$ cat src/rtl/jtframe_spi_dwnld.sv
// jtframe_spi_dwnld: replays an image store to a core over a bit-banged SPI link (index, tx-on, data, tx-off frames)
module jtframe_spi_dwnld #(
  parameter int SLOTS  = 4,
  parameter int AW     = 25,
  parameter int CLKDIV = 4,
  parameter int GAP    = 8,
  localparam int SW    = SLOTS > 1 ? $clog2(SLOTS) : 1
)(
  input  logic          clk,
  input  logic          rst_n,
  input  logic          start,
  input  logic [SW-1:0] slot,
  input  logic [AW-1:0] len,
  output logic [AW-1:0] rd_addr,
  output logic          rd_req,
  input  logic [7:0]    rd_data,
  input  logic          rd_ok,
  output logic          SPI_SCK,
  output logic          SPI_DI,
  output logic          SPI_SS2,
  output logic          busy,
  output logic          done
);
  localparam int CM = CLKDIV > GAP ? CLKDIV : GAP;
  localparam int CW = $clog2(CM + 1);
  typedef enum logic [2:0] {IDLE, IDX, TXON, DATA, TXOFF, DONE} state_t;
  typedef enum logic [2:0] {P_LO, P_HI, P_WAIT, P_POST, P_GAP} phase_t;
  state_t        state, state_nx;
  phase_t        phase;
  logic [CW-1:0] cnt;
  logic [2:0]    bitn;
  logic [7:0]    sh, nxt, cmd, sec;
  logic          nv, load, fe, in_frame, half;
  logic [AW-1:0] len_q, bleft, fcnt;
  logic [SW-1:0] slot_c;
  assign SPI_DI   = sh[7];
  assign slot_c   = 32'(slot) >= SLOTS ? SW'(SLOTS - 1) : slot;
  assign half     = cnt == CW'(CLKDIV - 1);
  assign fe       = phase == P_GAP && cnt == CW'(GAP - 1);
  assign in_frame = state != IDLE && state != DONE;
  always_ff @(posedge clk or negedge rst_n)
    if (!rst_n) state <= IDLE;
    else state <= state_nx;
  always_comb begin
    state_nx = state;
    case (state)
      IDLE:    state_nx = start ? IDX : IDLE;
      IDX:     state_nx = fe ? TXON : IDX;
      TXON:    state_nx = fe ? (len_q == '0 ? TXOFF : DATA) : TXON;
      DATA:    state_nx = fe ? TXOFF : DATA;
      TXOFF:   state_nx = fe ? DONE : TXOFF;
      default: state_nx = IDLE;
    endcase
    load = state_nx != state && state_nx != IDLE && state_nx != DONE;
    cmd  = state_nx == IDX ? 8'h55 : state_nx == DATA ? 8'h53 : 8'h54;
    sec  = state_nx == IDX ? 8'(slot_c) : state_nx == TXON ? 8'hFF : 8'h00;
  end
  always_ff @(posedge clk or negedge rst_n)
    if (!rst_n) begin
      phase   <= P_LO;
      cnt     <= '0;
      bitn    <= '0;
      sh      <= '0;
      nxt     <= '0;
      nv      <= 1'b0;
      len_q   <= '0;
      bleft   <= '0;
      fcnt    <= '0;
      rd_addr <= '0;
      rd_req  <= 1'b0;
      SPI_SCK <= 1'b0;
      SPI_SS2 <= 1'b1;
      busy    <= 1'b0;
      done    <= 1'b0;
    end else begin
      done <= state_nx == DONE;
      busy <= state_nx != IDLE;
      if (state == IDLE && start) len_q <= len;
      if (load) begin
        SPI_SS2 <= 1'b0;
        SPI_SCK <= 1'b0;
        sh      <= cmd;
        nxt     <= sec;
        nv      <= state_nx != DATA;
        bleft   <= state_nx == DATA ? len_q : AW'(1);
        bitn    <= '0;
        cnt     <= '0;
        fcnt    <= '0;
        rd_req  <= 1'b0;
        phase   <= P_LO;
      end else if (in_frame) begin
        case (phase)
          P_LO: if (half) begin
            SPI_SCK <= 1'b1;
            cnt     <= '0;
            phase   <= P_HI;
          end else cnt <= cnt + 1'b1;
          P_HI: if (half) begin
            SPI_SCK <= 1'b0;
            cnt     <= '0;
            if (bitn != 3'd7) begin
              bitn  <= bitn + 1'b1;
              sh    <= sh << 1;
              phase <= P_LO;
            end else if (bleft == '0) phase <= P_POST;
            else begin
              bitn  <= '0;
              bleft <= bleft - 1'b1;
              phase <= nv ? P_LO : P_WAIT;
              if (nv) begin
                sh <= nxt;
                nv <= 1'b0;
              end
            end
          end else cnt <= cnt + 1'b1;
          // byte due but not fetched yet: SCK parks low until the store answers
          P_WAIT: if (nv) begin
            sh    <= nxt;
            nv    <= 1'b0;
            phase <= P_LO;
          end
          P_POST: if (half) begin
            SPI_SS2 <= 1'b1;
            cnt     <= '0;
            phase   <= P_GAP;
          end else cnt <= cnt + 1'b1;
          default: cnt <= cnt + 1'b1;
        endcase
        if (rd_req && rd_ok) begin
          nxt    <= rd_data;
          nv     <= 1'b1;
          rd_req <= 1'b0;
        end else if (state == DATA && !nv && !rd_req && fcnt < len_q && phase != P_POST && phase != P_GAP) begin
          rd_req  <= 1'b1;
          rd_addr <= fcnt;
          fcnt    <= fcnt + 1'b1;
        end
      end
    end
endmodule

$ cat config.mk
export PLATFORM = sky130hd
export DESIGN_NAME = jtframe_spi_dwnld
export DESIGN_NICKNAME = d
export VERILOG_FILES = /design/src/rtl/jtframe_spi_dwnld.sv
export SDC_FILE = /design/constraint.sdc
export NUM_CORES = 1
export LEC_CHECK = 0
export BUFFER_PORTS_ARGS = -buffer_cell sky130_fd_sc_hd__buf_2
export CAP_MARGIN = 20
export CORE_MARGIN = 5
export CORE_UTILIZATION = 55
export DETAILED_ROUTE_END_ITERATION = 8
export PLACE_DENSITY = 0.75
export SETUP_SLACK_MARGIN = 0.3
export SLEW_MARGIN = 10
export SYNTH_ARGS = -nofsm -noshare
export SYNTH_HDL_FRONTEND = slang
export SYNTH_SLANG_ARGS = --single-unit
$ cat constraint.sdc
create_clock -name clk -period 7.2 [get_ports clk]
set_input_delay 1.44 -clock clk [delete_from_list [all_inputs] [get_ports clk]]
set_output_delay 1.44 -clock clk [all_outputs]
set_load 0.005 [all_outputs]
==> results of run 1 <==
cell families (layout without fill, tap and decap cells):
group,count (synthesis),count (layout),synth area share [%]
adder cells (fa/ha/maj),29,29,4.71
XOR/XNOR,14,14,1.59
AND/OR/NAND/NOR,331,331,22.5
buffers and inverters,83,155,4.23
AO/OA/AOI/OAI,205,205,17.1
flip-flops,135,135,43.9
multiplexers,43,43,5.97
sequential cells by signal, indices dropped and copies added, names as in the netlist:
name	count
done	1
bleft	25
nv	1
nxt	8
len_q	25
bitn	3
sh	8
cnt	4
SPI_SCK	1
SPI_SS2	1
busy	1
state	3
phase	3
rd_addr	25
fcnt	25
rd_req	1
metal layers:
metal	up-vias	wire, µm	GRT usage, %
li1	3179	-	-
met5	-	0	0
met3	29	880	4.92
met1	3170	8590	34.4
met4	0	386	8.86
met2	182	9130	37.9
power groups by stage:
stage | registers [mW] | logic (mW) | clock network (mW)
2_1_floorplan | 1.24 | 0.749 | 0
4_1_cts | 1.34 | 0.949 | 0.863
6_report | 1.35 | 0.951 | 0.851
3_5_place_dp | 1.35 | 0.941 | 0
3_3_place_gp | 1.34 | 0.913 | 0
5_1_grt | 1.39 | 1.09 | 0.902
layout by cell type (no fill, tap or decap), drive strengths merged, types with 7 or more instances in the layout:
| master | synthesis | final |
|---|---|---|
| clkbuf | 29 | 20 |
| nand3 | 28 | 28 |
| xor2 | 10 | 10 |
| nand2b | 8 | 8 |
| dfrtp | 134 | 134 |
| o21ai | 75 | 75 |
| a211oi | 11 | 11 |
| nor4 | 15 | 15 |
| nand2 | 123 | 123 |
| a211o | 11 | 11 |
| nor2 | 50 | 50 |
| ha | 29 | 29 |
| or3 | 9 | 9 |
| buf | 11 | 80 |
| o22ai | 7 | 7 |
| clkinv | 0 | 8 |
| inv | 43 | 44 |
| or4 | 7 | 7 |
| nand4 | 17 | 17 |
| mux2i | 20 | 20 |
| mux2 | 23 | 23 |
| o2111ai | 7 | 7 |
| nor3 | 26 | 26 |
| and2 | 7 | 7 |
| a21oi | 41 | 41 |
| and3 | 11 | 11 |
metrics by stage:
stage / hold WS [ps] / setup WS [ps] / power [mW] / utilization [%]
3_3_place_gp: 471 / 3880 / 2.26 / 59.3
6_report: 487 / 4080 / 3.15 / 63.7
2_1_floorplan: 460 / 4480 / 1.99 / -
4_1_cts: 494 / 4090 / 3.15 / 63.4
5_1_grt: 505 / 3940 / 3.38 / 63.7
3_5_place_dp: 475 / 3850 / 2.29 / 59.3
cell type report:
type | count | area (µm²)
Clock buffer | 20 | 447
Timing Repair Buffer | 80 | 454
Sequential cell | 135 | 3380
Multi-Input combinational cell | 622 | 4010
Inverter | 43 | 161
Clock inverter | 12 | 128
Tap cell | 180 | 225
Fill cell | 1112 | 5020
cell usage after synthesis (all sizes together) (15+ instances only):
cell	instances
mux2i	20
nor4	15
nor3	26
clkbuf	29
nand4	17
nand2	123
ha	29
dfrtp	134
nand3	28
o21ai	75
mux2	23
nor2	50
a21oi	41
inv	43
worst max path at each step:
stage / slack [ps] / to / depth (start not counted)
CTS: 4090 / fcnt[2] / 6
global placement: 3880 / sh[0] / 7
floorplan: 4480 / bleft[15] / 7
finish: 4080 / rd_addr[23] / 7
global route: 3940 / rd_addr[7] / 7
detailed placement: 3850 / sh[0] / 7
==> results by group, run 1 <==
Clock tree
  • CTS Buffer Depth: 2
  • CTS tree: yes
  • CTS root buf: clkbuf_16
  • H-tree depth: 4
  • TritonCTS Buffers: 17
  • Sink Count: 135
  • Clock-pin slew on the worst setup and hold paths: 60 ps
  • Post-CTS Resized: 0
  • Worst-skew pair later-pin latency: 420 ps
  • Post-CTS Hold Buffers: 0
  • Post-CTS setup buffers: 0

Power
  • P_sw: 1.18 mW
  • Gate power share: 30.2%
  • Clock share of power: 27.0%
  • Pint: 1.97 mW
  • Peak supply drop: 0.000206 V
  • Sequential share of power: 42.8%
  • Leakage: 4.01 nW
  • Pwr dens: 357 nW/µm²
  • Switching share of total power: 37.5%

Drt
  • DR DRC count: 0
  • Via count: 6560
  • Routed len/inst: 17.4 µm
  • Drt first pass iters: 5
  • Drt total wl: 19000 µm
  • Drt initial violations: 570
  • Post-DRT Antenna Nets: 0
  • Vias per inst: 6.01

STA
  • Setup TNS: 0 ps
  • Max Fclk: 321 MHz
  • RSZ-0062 raised after global routing: no
  • Setup-failing EPs final: 0
  • Setup Skew: 6.08 ps
  • Final period util: 43.3%
  • Slew margin rel.: 44.8%
  • Max Slew Vio Count: 0
  • Min cycle time layout: 3120 ps
  • Worst slew pin tran: 828 ps
  • Final number of hold-violating endpoints: 0

Setup path
  • Top delay family on crit path: simple AND/OR/NAND/NOR gates
  • Critical Path AT: 3420 ps
  • Register-to-register setup slack: 4080 ps
  • Reg2reg path depth: 7
  • Startpoint Class: register
  • Slowest-stage cell, CP: dfrtp_1
  • CP Class: register to register
  • Critical Path, Cell by Cell: nor4b_2 > o2111ai_1 > or3_1 > a211oi_4 > nor2_2 > buf_4 > mux2_1
  • Worst r2r dst: rd_addr[23]
  • Setup crit start: nv
  • Largest fanout on the critical path: 21
  • Worst setup EP type: register
  • Buffers and inverters on the worst path: 1
  • Slowest cell delay on critical path: 620 ps
  • CP required: 7500 ps
  • Reg2reg start: nv

Final layout
  • Layout area overhead: 14.4%
  • Final instance area: 8800 µm²
  • Post-route insts no fill: 1092
  • Share of cells above drive strength 1: 15.9%
  • # diodes: 0
  • Layout Nets: 967

Synth
  • Mapped Area: 7700 µm²
  • Async S/R FF share, synth: 100%
  • Syn_area_per_cell: 9.16 µm²
  • Main synth FF type: dfrtp_1
  • Post-synth top area cell: dfrtp_1
  • Seq/Total Area, Yosys: 43.9%
  • YS warnings: 0
  • Cells after Synth: 840
  • Yosys reg bits: 135
  • Top post-synthesis cells by area: dfrtp_1 (44%), nand2_1 (6.0%), ha_1 (4.7%), o21ai_0 (4.6%), mux2_1 (2.8%)
  • Post-synth top area share: 43.6%
  • Post-synth EDFFs: 0
  • Mapped Nets: 908
  • Netlist cell types: 76

Worst hold path
  • Worst hold path class: register to register
  • Hold-critical path depth: 1
  • Hold Path End: rd_addr[24]
  • Min-Delay Startpoint: rd_addr[24]

Floorplanning
  • Chip Width: 128 µm
  • I/O pin count: 70
  • Die Footprint: 16500 µm²
  • Number of core rows: 43
  • Initial Utilization: 55.7%
  • Die Ht: 128 µm
  • Core ar.: 13800 µm²

Flow run
  • Max-cap viol count: 0

Placed design
  • DP HPWL: 13200 µm
  • GPL Wtd Cong: 0.854
  • DP Area: 8200 µm²
  • # port buffers: 69
  • Placed insts: 1058

GRT
  • Largest net degree at the start of global routing: 84
  • Total grt overflow: 0
  • Initial antenna violation count: 0
  • Vias in the first global route: 6361
  • Global-route wire length before repair: 32000 µm
  • Total GRT Usage: 24.5%

Status
  • Status: finished clean
Power figures use the tool's default switching activity.
==> inputs of run 2 (changes only) <==
CORE_UTILIZATION = 54   (was 55)
PLACE_DENSITY = 0.76   (was 0.75)
clock period = 2.58 ns   (was 7.2 ns; I/O delays follow)
==> run 2 against run 1 <==
Net effect:
- via count grew 16%
- combinational power grew to 4.4 times the previous value
- non-clock buffer count grew 111
- count of clock-buffer cells in the layout shrank 2
- fmax grew 26%
- sequential cell count is the same
- clock skew grew 4.1 ps
- die area grew 1.7%
==> results by group, run 2 (same netlist as run 1, synthesis figures left out) <==
Status
  • Status: finished clean

STA
  • RSZ-0062 raised after global routing: yes
  • Max Fclk: 403 MHz
  • Setup ws final: 98.8 ps
  • Worst slew pin tran: 709 ps
  • Setup TNS: 0 ps
  • Max Slew Vio Count: 0
  • Final number of hold-violating endpoints: 0
  • Slew margin rel.: 52.7%
  • Setup Skew: 10.2 ps
  • WHS: 87.0 ps
  • Setup-failing EPs final: 0
  • Final period util: 96.2%
  • Min cycle time layout: 2480 ps

GRT
  • Met3 usage: 5.32%
  • Total GRT Usage: 26.5%
  • Total grt overflow: 0
  • Initial antenna violation count: 0
  • GR Util met2: 43.9%
  • Met1 Use GR: 34.8%
  • Largest net degree at the start of global routing: 62
  • Global-route wire length before repair: 35400 µm
  • Top Usage Layer GRT: met2
  • Vias in the first global route: 7031

Floorplanning
  • Chip Width: 129 µm
  • I/O pin count: 70
  • Number of core rows: 43
  • Die Footprint: 16700 µm²
  • Die Ht: 129 µm
  • Initial Utilization: 55.2%
  • Core ar.: 13900 µm²

Final layout
  • Layout area overhead: 35.1%
  • Post-route insts no fill: 1205
  • Most frequent cells in the layout: dfrtp_1 (127), nand2_1 (121), buf_4 (94)
  • Share of cells above drive strength 1: 33.1%
  • # diodes: 0
  • Commonest non-fill, non-tap cell in the layout: dfrtp_1
  • Final instance area: 10400 µm²
  • Layout Nets: 1080
  • Final Core Density: 74.6%

Setup path
  • Setup crit start: fcnt[24]
  • Largest fanout on the critical path: 16
  • Startpoint Class: register
  • Worst setup EP type: register
  • Slowest cell delay on critical path: 440 ps
  • Register-to-register setup slack: 100 ps
  • Critical Path AT: 2780 ps
  • Reg2reg start: fcnt[24]
  • Buffers and inverters on the worst path: 1
  • Top delay family on crit path: simple AND/OR/NAND/NOR gates
  • CP required: 2880 ps
  • Critical Path, Cell by Cell: ha_4 > nor4b_4 > o2111ai_4 > or3_4 > a211oi_4 > nor2_4 > buf_12 > mux2_1
  • Slowest-stage cell, CP: or3_4
  • CP Class: register to register

Drt
  • Routed len/inst: 20.0 µm
  • Via count: 7631
  • Vias per inst: 6.33
  • DR DRC count: 0
  • Drt total wl: 24100 µm
  • Post-DRT Antenna Nets: 0
  • Drt first pass iters: 6
  • Drt initial violations: 803

Power
  • Design Power: 10.4 mW
  • Pint: 6.35 mW
  • Peak supply drop: 0.000585 V
  • Switching share of total power: 38.7%
  • Gate power share: 40.7%
  • Leakage: 4.68 nW
  • P_sw: 4.01 mW
  • Clock share of power: 23.9%
  • Sequential share of power: 35.4%
  • Pwr dens: 996 nW/µm²

Flow run
  • Max-cap viol count: 0

Clock tree
  • Clock-pin slew on the worst setup and hold paths: 70 ps
  • H-tree depth: 4
  • CTS tree: yes
  • Post-CTS Hold Buffers: 0
  • TritonCTS Buffers: 17
  • Worst-skew pair later-pin latency: 420 ps
  • CTS root buf: clkbuf_16
  • CTS Buffer Depth: 2
  • Sink Count: 135

Worst hold path
  • Worst hold path class: primary input to async pin

Placed design
  • DP Area: 8700 µm²
  • DP HPWL: 14300 µm
  • GPL Wtd Cong: 0.902
  • Placement Setup Slack: 77.4 ps
  • # port buffers: 69
  • Placed insts: 1106
## run 2: worst register-to-register path: stages (launching register included)
cell and delay [ps]:
dfrtp_1 430, ha_4 190, nor4b_4 270, o2111ai_4 180
or3_4 440, a211oi_4 230, nor2_4 110, buf_12 180
mux2_1 330
## run 2: area by class of cell
class | count | area (µm²)
Clock buffer | 18 | 439
Clock inverter | 14 | 163
Fill cell | 874 | 3540
Inverter | 43 | 161
Multi-Input combinational cell | 624 | 4560
Sequential cell | 135 | 3390
Tap cell | 180 | 225
Timing Repair Buffer | 191 | 1460
## run 2: per-layer routing
metal | wire length, µm | share of wire [%]
met5 | 0 | 0
met2 | 12100 | 50
met3 | 1750 | 7.3
met1 | 9370 | 39
met4 | 879 | 3.6
## run 2: path summary, 6_finish.rpt
| path | endpoint | cells past startpoint |
|---|---|---|
| max in group asynchronous | fcnt[16] | 2 |
| worst min register to register | rd_addr[6] | 1 |
| worst max register to register | rd_addr[9] | 8 |
| min in group clk | len_q[5] | 3 |
| worst min-delay path | bleft[16] | 1 |
| worst max-delay path | rd_addr[9] | 8 |
## run 2: power by group through the flow
stage | Clock (mW) | Combinational, mW | Sequential (mW)
floorplan | 0 | 2.14 | 3.46
global placement | 0 | 3.04 | 3.62
detailed placement | 0 | 3.14 | 3.64
CTS | 2.49 | 3.45 | 3.58
global route | 2.57 | 4.62 | 3.76
finish | 2.47 | 4.22 | 3.67
## run 2: repair_timing
action	in CTS	in global routing
buffers inserted	25	35
resized for setup	20	115
pin swaps	13	33
gates cloned	2	5
setup endpoints to repair	69	84
==> inputs of run 3 (changes only) <==
ABC_AREA = 1   (was unset)
SKIP_LAST_GASP = 1   (was unset)
==> run 3 against run 2 <==
Net effect:
- combinational power shrank 95%
- highest routed layer unchanged
- critical path type unchanged
- sequential power shrank 40%
- register-to-register slack lost 180 ps
- area after synthesis grew 1.9%
- clock power grew 3%
- critical endpoint is now bleft[16]
- sequential cell count is the same
- cell count grew 18%
- setup slack lost 180 ps
- non-clock buffer count shrank 17
- via count grew 12%
- the run now ends with negative setup slack left
- synthesized cell count grew 27%
==> results by group, run 3 <==
Drt
  • Post-DRT Antenna Nets: 0
  • Drt total wl: 27300 µm
  • Via count: 8569
  • Drt initial violations: 1123
  • DR DRC count: 0
  • Vias per inst: 6.01
  • Drt first pass iters: 6
  • Routed len/inst: 19.2 µm

Synth
  • Post-synth top cells: nand2_1 (331), dfrtp_1 (134), inv_1 (103), nor2_1 (101), o21ai_0 (100)
  • Count leader, synth: nand2_1
  • Post-synth top area cell: dfrtp_1
  • Mapped Nets: 1134
  • Netlist cell types: 41
  • Async S/R FF share, synth: 100%
  • Mapped Area: 7840 µm²
  • Yosys reg bits: 135
  • YS warnings: 0
  • Post-synth top area share: 42.8%
  • Seq/Total Area, Yosys: 43.1%
  • Cells after Synth: 1066
  • Syn_area_per_cell: 7.36 µm²
  • Post-synth EDFFs: 0
  • Top post-synthesis cells by area: dfrtp_1 (43%), nand2_1 (16%), o21ai_0 (6.4%), nand3_1 (5.0%), inv_1 (4.9%)
  • Main synth FF type: dfrtp_1

Floorplanning
  • I/O pin count: 70
  • Die Ht: 131 µm
  • Die Footprint: 17000 µm²
  • Chip Width: 131 µm
  • Number of core rows: 44
  • Core ar.: 14400 µm²
  • Initial Utilization: 54.6%

Status
  • Failing checks: negative setup slack
  • Status: complete, but fails checks

Power
  • Pwr dens: 447 nW/µm²
  • Peak supply drop: 0.000469 V
  • Leakage: 5.54 nW

STA
  • Final period util: 103%
  • RSZ-0062 raised after global routing: yes
  • Max Fclk: 375 MHz
  • Setup ws final: -85.6 ps
  • WHS: 285 ps
  • Min cycle time layout: 2670 ps
  • Setup-failing EPs final: 33
  • Worst slew pin tran: 834 ps
  • Final number of hold-violating endpoints: 0
  • Max Slew Vio Count: 0
  • Slew margin rel.: 44.0%
  • Setup Skew: 12.1 ps

GRT
  • Total GRT Usage: 28.6%
  • Total grt overflow: 0
  • Vias in the first global route: 7828
  • Largest net degree at the start of global routing: 56
  • Initial antenna violation count: 0
  • Global-route wire length before repair: 38400 µm

Setup path
  • Critical Path AT: 2980 ps
  • CP required: 2890 ps
  • CP Class: register to register
  • Worst setup EP type: register
  • Startpoint Class: register
  • Largest fanout on the critical path: 7

Placed design
  • DP HPWL: 13600 µm
  • Placed insts: 1309
  • # port buffers: 69
  • GPL Wtd Cong: 0.879

Clock tree
  • CTS tree: yes
  • TritonCTS Buffers: 17
  • CTS Buffer Depth: 2
  • Clock-pin slew on the worst setup and hold paths: 60 ps
  • CTS root buf: clkbuf_16
  • H-tree depth: 4
  • Sink Count: 135
  • Worst-skew pair later-pin latency: 440 ps

Worst hold path
  • Worst hold path class: primary input to register

Final layout
  • Commonest non-fill, non-tap cell in the layout: nand2_1
  • Most frequent cells in the layout: nand2_1 (286), dfrtp_1 (132), inv_1 (89)
  • Layout Nets: 1297
  • # diodes: 0
  • Share of cells above drive strength 1: 29.5%
  • Fill cells: 857
  • Post-route insts no fill: 1426
  • Layout area overhead: 40.4%

Flow run
  • Max-cap viol count: 0
## run 3: cell count changes in the layout (fill, tap and decap cells not counted), moves of 15 or more
cell / before / now
nor2_1: 45 / 86
o21ai_0: 52 / 67
o21ai_1: 12 / 28
inv_1: 39 / 89
mux2i_1: 19 / 0
a21oi_1: 39 / 23
buf_4: 94 / 52
mux2_1: 16 / 0
nand3_2: 0 / 28
nand2_2: 1 / 39
nand3_1: 27 / 51
nand2_1: 121 / 286
## run 3: power breakdown
part	switching (mW)	internal, mW
sequential	0.0268	2.16
clock	1.01	1.53
combinational	0.123	0.0721
total	1.16	3.76
## run 3: cell type report
class	instances	area, µm²	share of cell area, %
clock inverter	14	173	1.57
multi-input combinational	791	4650	42.2
inverter	109	418	3.79
timing repair inverter	1	7.51	0.0682
tap	184	230	2.09
sequential	135	3380	30.7
clock buffer	18	429	3.90
timing repair buffer	174	1720	15.7
## run 3: final timing paths
path,from,endpoint,slack [ps],depth (start not counted)
worst max-delay path,len_q[18],bleft[16],-90,20
worst min-delay path,len[3],len_q[3],280,3
worst max register to register,len_q[18],bleft[16],-90,20
worst min register to register,SPI_SS2,SPI_SS2,470,2
max in group asynchronous,rst_n,SPI_SS2,1350,3
min in group asynchronous,rst_n,nxt[1],540,2
## run 3: stage by stage
stage	utilization, %	cell area [µm²]	total power [mW]	setup TNS [ps]	setup slack, ps
floorplan	-	7840	2.29	0	318
global placement	59.2	8500	2.39	0	66.1
detailed placement	59.2	8500	2.39	-203	-37.9
CTS	71.8	10300	4.87	0	148
global route	76.7	11000	5.05	-5670	-203
finish	76.7	11000	4.92	-949	-85.6
## run 3: cell families after synthesis
group / share of synthesized area (%)
and+or+nand+nor: 30.3
AOI/OAI and AO/OA: 11.5
buffers and inverters: 7.63
DFF: 43.1
adders and majority gates: 4.63
xor gates and xnor gates: 2.90
## run 3: worst max-delay path, cell delays in order, from the launching register on
cell	delay, ps
dfrtp_1	400
inv_2	90
nand2_1	60
nor2_1	100
nand2_1	90
nor2_2	140
nand2_2	130
o21ai_2	160
nand2_2	100
nand2_1	100
nand2_1	70
nand2_2	80
nand3_4	120
buf_12	180
nand2_8	70
nand2_8	70
nor2_8	150
buf_12	160
nand2_8	90
nand2_1	80
nand2_1	90
## run 3: routing by layer
layer / global-route usage, % / vias to the layer above / wire, µm
li1: - / 3826 / -
met1: 38.2 / 4060 / 10500
met2: 45.7 / 523 / 13100
met3: 5.45 / 160 / 2070
met4: 12.5 / 0 / 1610
met5: 0 / - / 0
## run 3: repair_timing
item                                    4_1_cts  5_1_grt
hold endpoints to repair                     29        0
cloned                                       14        8
hold buffers                                  1        0
setup buffers                                45       17
endpoints found under the setup margin      101      105
gates resized for setup                     134      121
pin swaps                                    60       36
